===== src/rtl/ife_pkg.sv =====
// Shared types and constants for the instruction-fetch block builder and block queue.
package ife_pkg;

    typedef enum logic {
        FILL = 1'b0,
        EMIT = 1'b1
    } state_t;

    localparam logic [31:0] NOP_INSTR_DEFAULT = 32'h0000_0013;

    localparam int unsigned BLK_ID_W    = 8;
    localparam int unsigned BLK_INSTR_W = 32;
    localparam int unsigned BLK_SIZE    = 4;

    // Block payload exchanged between builder and queue (default geometry).
    typedef struct packed {
        logic [BLK_ID_W-1:0]                     id;
        logic [BLK_SIZE-1:0][BLK_INSTR_W-1:0]    slots;
    } block_t;

endpackage


===== src/rtl/ife_block_builder.sv =====
// Packs a serial instruction stream into fixed-size, ID-tagged blocks.
// A flush closes a partial block early and pads the unused slots with NOPs.
module ife_block_builder
    import ife_pkg::*;
#(
    parameter int unsigned     BLOCK_ID_WIDTH = 8,
    parameter int unsigned     INSTR_WIDTH    = 32,
    parameter int unsigned     BLOCK_SIZE     = 4,
    parameter logic [INSTR_WIDTH-1:0] NOP_INSTR = INSTR_WIDTH'(NOP_INSTR_DEFAULT)
) (
    input  logic                                 clk,
    input  logic                                 rst,
    input  logic [INSTR_WIDTH-1:0]               instr_in,
    input  logic                                 instr_valid,
    output logic                                 instr_ready,
    input  logic                                 flush,
    output logic [BLOCK_ID_WIDTH-1:0]            block_id_out,
    output logic [BLOCK_SIZE*INSTR_WIDTH-1:0]    block_out,
    output logic                                 valid_out,
    input  logic                                 ready_downstream,
    output logic [$clog2(BLOCK_SIZE+1)-1:0]      fill_level
);

    localparam int unsigned FILL_W = $clog2(BLOCK_SIZE + 1);
    localparam logic [FILL_W-1:0] LAST_SLOT = FILL_W'(BLOCK_SIZE - 1);

    state_t              state;
    logic                accept_c;
    logic                close_c;
    logic [FILL_W-1:0]   fill_next_c;

    assign accept_c    = instr_valid && instr_ready && (state == FILL);
    assign fill_next_c = fill_level + FILL_W'(accept_c);
    // Block closes on the accept that fills the last slot, or on a flush with something to send.
    assign close_c     = (accept_c && (fill_level == LAST_SLOT))
                       || (flush && ((fill_level != '0) || accept_c));

    always_ff @(posedge clk) begin
        if (rst) begin
            state        <= FILL;
            fill_level   <= '0;
            block_id_out <= '0;
            valid_out    <= 1'b0;
            instr_ready  <= 1'b0;
            for (int unsigned i = 0; i < BLOCK_SIZE; i++) begin
                block_out[i*INSTR_WIDTH +: INSTR_WIDTH] <= NOP_INSTR;
            end
        end else begin
            unique case (state)
                FILL: begin
                    if (accept_c) begin
                        block_out[32'(fill_level)*INSTR_WIDTH +: INSTR_WIDTH] <= instr_in;
                        fill_level <= fill_next_c;
                    end
                    if (close_c) begin
                        // Pad everything past the last real instruction; a full block pads nothing.
                        for (int unsigned i = 0; i < BLOCK_SIZE; i++) begin
                            if (i >= 32'(fill_next_c)) begin
                                block_out[i*INSTR_WIDTH +: INSTR_WIDTH] <= NOP_INSTR;
                            end
                        end
                        state       <= EMIT;
                        valid_out   <= 1'b1;
                        instr_ready <= 1'b0;
                    end else begin
                        instr_ready <= 1'b1;
                    end
                end
                EMIT: begin
                    if (ready_downstream) begin
                        block_id_out <= block_id_out + BLOCK_ID_WIDTH'(1);
                        fill_level   <= '0;
                        state        <= FILL;
                        valid_out    <= 1'b0;
                        instr_ready  <= 1'b1;
                    end
                end
                default: begin
                    state <= FILL;
                end
            endcase
        end
    end

endmodule


===== config.mk =====
export PLATFORM = sky130hd
export DESIGN_NAME = ife_block_builder
export DESIGN_NICKNAME = d
export VERILOG_FILES = /design/src/rtl/ife_pkg.sv /design/src/rtl/ife_block_builder.sv
export SDC_FILE = /design/constraint.sdc
export NUM_CORES = 1
export LEC_CHECK = 0
export ABC_AREA = 1
export CORE_UTILIZATION = 50
export CTS_BUF_LIST = sky130_fd_sc_hd__clkbuf_4
export DETAILED_ROUTE_END_ITERATION = 6
export PLACE_DENSITY = 0.83
export SYNTH_ARGS = -nofsm -noshare
export SYNTH_HDL_FRONTEND = slang
export SYNTH_SLANG_ARGS = --single-unit

===== constraint.sdc =====
create_clock -name clk -period 2.8 [get_ports clk]
set_input_delay 0.42 -clock clk [delete_from_list [all_inputs] [get_ports clk]]
set_output_delay 0.42 -clock clk [all_outputs]
set_load 0.01 [all_outputs]

==> run_results.csv <==
group,metric,value,unit
status,status,"finished, final reports clean",
yosys,ys_top_cells_by_area,"dfxtp_1 44%, nand2_1 12%, nand3_1 10%",
cells_and_area,drive_gt1_frac,0.06593,
clocking,postCtsSetupRepairBufs,0,
run,drv_cap,0,
floorplan,core-area,12670,um2
sta,tns,0,ps
critical_path,arrival,1930,ps
sta,slew_violations,0,
floorplan,die_area,13480,um2
global_routing,globalRouteOverflowTotal,0,
yosys,netlist_instances,935,
sta,relSlewSlack,0.6140,
pwr,seq_power_share,0.522,
pwr,power_leakage,3.345,nW
detailed_routing,drt-vias-per-instance,5.294,
critical_path,cpMaxStageDelayCell,"clkdlybuf4s50_1",
sta,worst_pin_slew,579.0,ps
detailed_routing,postRouteAntennaNets,0,
clocking,cts_sinks,142,
yosys,syn_avg_cell_area,6.961,um2
critical_path,endpoint_kind,"output port",
placement,portBuffers,177,
min_path,hold_path.class,"reg2reg",
pwr,vdd_drop_max,0.2941,mV
yosys,syn_nets,980,
pwr,p_sw,1.172,mW
clocking,clk_latency,550,ps
placement,placed_area,8384,um2
detailed_routing,drt_pass1_iterations,6,
pwr,netSwitchingFraction,0.2827,
sta,holdWs,492.4,ps
pwr,power_density,479.8,nW/um2
clocking,root_buffer,"clkbuf_4",
sta,hold_viol_final,0,
floorplan,start_util,0.5137,
yosys,ys_warn_count,0,
clocking,cts_resized,0,
clocking,cts_buffers,17,
cells_and_area,area_growth,32.78,%
cells_and_area,final_nets,1125,
detailed_routing,wl_per_cell,15.35,um
sta,rsz0062_at_grt,"no",
critical_path,path_buf_inv,2,
detailed_routing,route.vias.total,6697,
critical_path,cp_cell_sequence,"buf_4 -> clkdlybuf4s50_1",
cells_and_area,final_cell_mix,"211 x nand2_1, 177 x clkdlybuf4s50_1, 141 x dfxtp_1, 136 x nand3_1, 100 x nor2_1",
yosys,synth_top_area_share,0.4368,
floorplan,chipWidth,116.1,um
detailed_routing,drc_errors,0,
sta,fmax,425.8,MHz
yosys,netlist_area,6509,um2
clocking,clk_pin_slew,110,ps
detailed_routing,drt_iter0_markers,596,
critical_path,startpoint_type,"register",
sta,period_share,0.8387,
global_routing,antenna_found_initial,0,
clocking,clock_path_buffers,2,
pwr,p_clk_frac,0.302,
placement,dp_hpwl,13020,um
clocking,hold_buffers,0,
pwr,p_comb_frac,0.176,
clocking,cts_tree,"yes",
sta,min_period,2348,ps
critical_path,criticalPathCategory,"reg2out",
yosys,yosysTopAreaCell,"dfxtp_1",
critical_path,crit_family,"buffers and inverters",
floorplan,rows,41,
cells_and_area,final_area,8642,um2
sta,setup_ws,451.6,ps
global_routing,grt_usage,0.2932,
global_routing,grt_max_degree,65,
critical_path,cp_slowest_stage_delay,600,ps
clocking,cts_max_level,4,
yosys,synth.distinct_cells,31,
floorplan,die_h,116.1,um
yosys,synth-seq-cells,142,
global_routing,grt_pass1_vias,5772,
placement,place.gp.congestion,0.9356,
yosys,yosysSeqAreaShare,0.4368,
sta,finalSetupViolCount,0,
pwr,p_int,2.974,mW
floorplan,pin_count,178,
critical_path,worst-path-max-fanout,23,
cells_and_area,layout_commonest_cell,"nand2_1",
detailed_routing,wl,19420,um
global_routing,grt_pass1_wl,30400,um
placement,dp_slack,166.4,ps
sta,finalClockSkew,11.36,ps
critical_path,required,2380,ps
-- through the flow --
step	instances	power, mW	utilization
floorplan	935	2.586	-
global placement	1233	2.918	0.6617
detailed placement	1233	2.931	0.6617
CTS	1264	4.167	0.6818
global route	1264	4.339	0.6818
finish	1265	4.146	0.6820
-- logic make-up (layout without fill, tap and decap cells) --
| family | after synthesis | count (layout) | share of synthesized area |
|---|---|---|---|
| AO/OA/AOI/OAI | 152 | 152 | 0.1184 |
| XOR/XNOR | 1 | 1 | 0.001346 |
| adder cells (fa/ha/maj) | 8 | 8 | 0.01538 |
| buffers and inverters | 135 | 292 | 0.08862 |
| flip-flops | 142 | 142 | 0.4368 |
| other | 0 | 1 | 0 |
| AND/OR/NAND/NOR | 497 | 497 | 0.3395 |
-- power by group through the flow --
stage	logic [mW]	registers, mW	clock network [mW]
after global routing	0.798	2.18	1.36
after global placement	0.713	2.21	0
after floorplan	0.346	2.24	0
final	0.730	2.17	1.25
after detailed placement	0.721	2.21	0
after CTS	0.725	2.16	1.28
-- synth_stat cells --
cell,number
a21oi_1,52
and3_1,1
buf_1,2
buf_2,35
buf_4,6
clkbuf_1,27
clkbuf_2,3
clkinv_1,1
dfxtp_1,142
ha_1,8
inv_1,55
inv_2,6
nand2_1,211
nand2_2,1
nand3_1,136
nand3_2,4
nand3b_1,23
nand4_1,4
nand4_2,1
nor2_1,101
nor2_2,1
nor2_4,2
nor3_1,10
nor3_2,1
o211ai_1,1
o21a_1,2
o21ai_0,86
o21ai_1,10
o31ai_1,1
or2_2,1
xnor2_1,1
-- path summary, 6_finish.rpt --
path / from / endpoint / slack [ps] / depth (start not counted)
max reg2reg: fill_level[0] / block_out[111] / 530 / 8
min: block_out[68] / block_out[68] / 490 / 2
min reg2reg: block_out[68] / block_out[68] / 490 / 2
max: fill_level[0] / fill_level[0] / 450 / 2
-- state kept, by name, summed over array words and instances, names as in the netlist --
register      cells
block_id_out      8
block_out       128
fill_level        3
instr_ready       1
state             1
valid_out         1
-- per-layer routing --
layer	part of all wire	global-route usage	vias to the layer above
met5	0	0	-
met4	0.033	0.1419	0
met3	0.084	0.07421	55
met2	0.44	0.4218	287
met1	0.44	0.4090	3012
li1	-	-	3343
-- area by class of cell --
| cell class | count | area (um2) |
|---|---|---|
| diodes | 1 | 2.502 |
| well taps | 172 | 215.2 |
| inverters | 62 | 232.7 |
| clock buffers | 21 | 157.7 |
| fillers | 1076 | 4029 |
| clock inverters | 10 | 97.59 |
| flip-flops and latches | 142 | 2844 |
| multi-input cells | 658 | 3093 |
| repair buffers | 199 | 1999 |
-- worst register-to-register path: stages, from the launching register on --
cell	delay, ps
dfxtp_2	460
inv_2	140
ha_1	530
clkinv_1	360
buf_4	350
nand3_1	130
nand2_1	60
o21ai_0	90
nor2_1	60
Note: power is estimated with default switching activity, not from simulation.
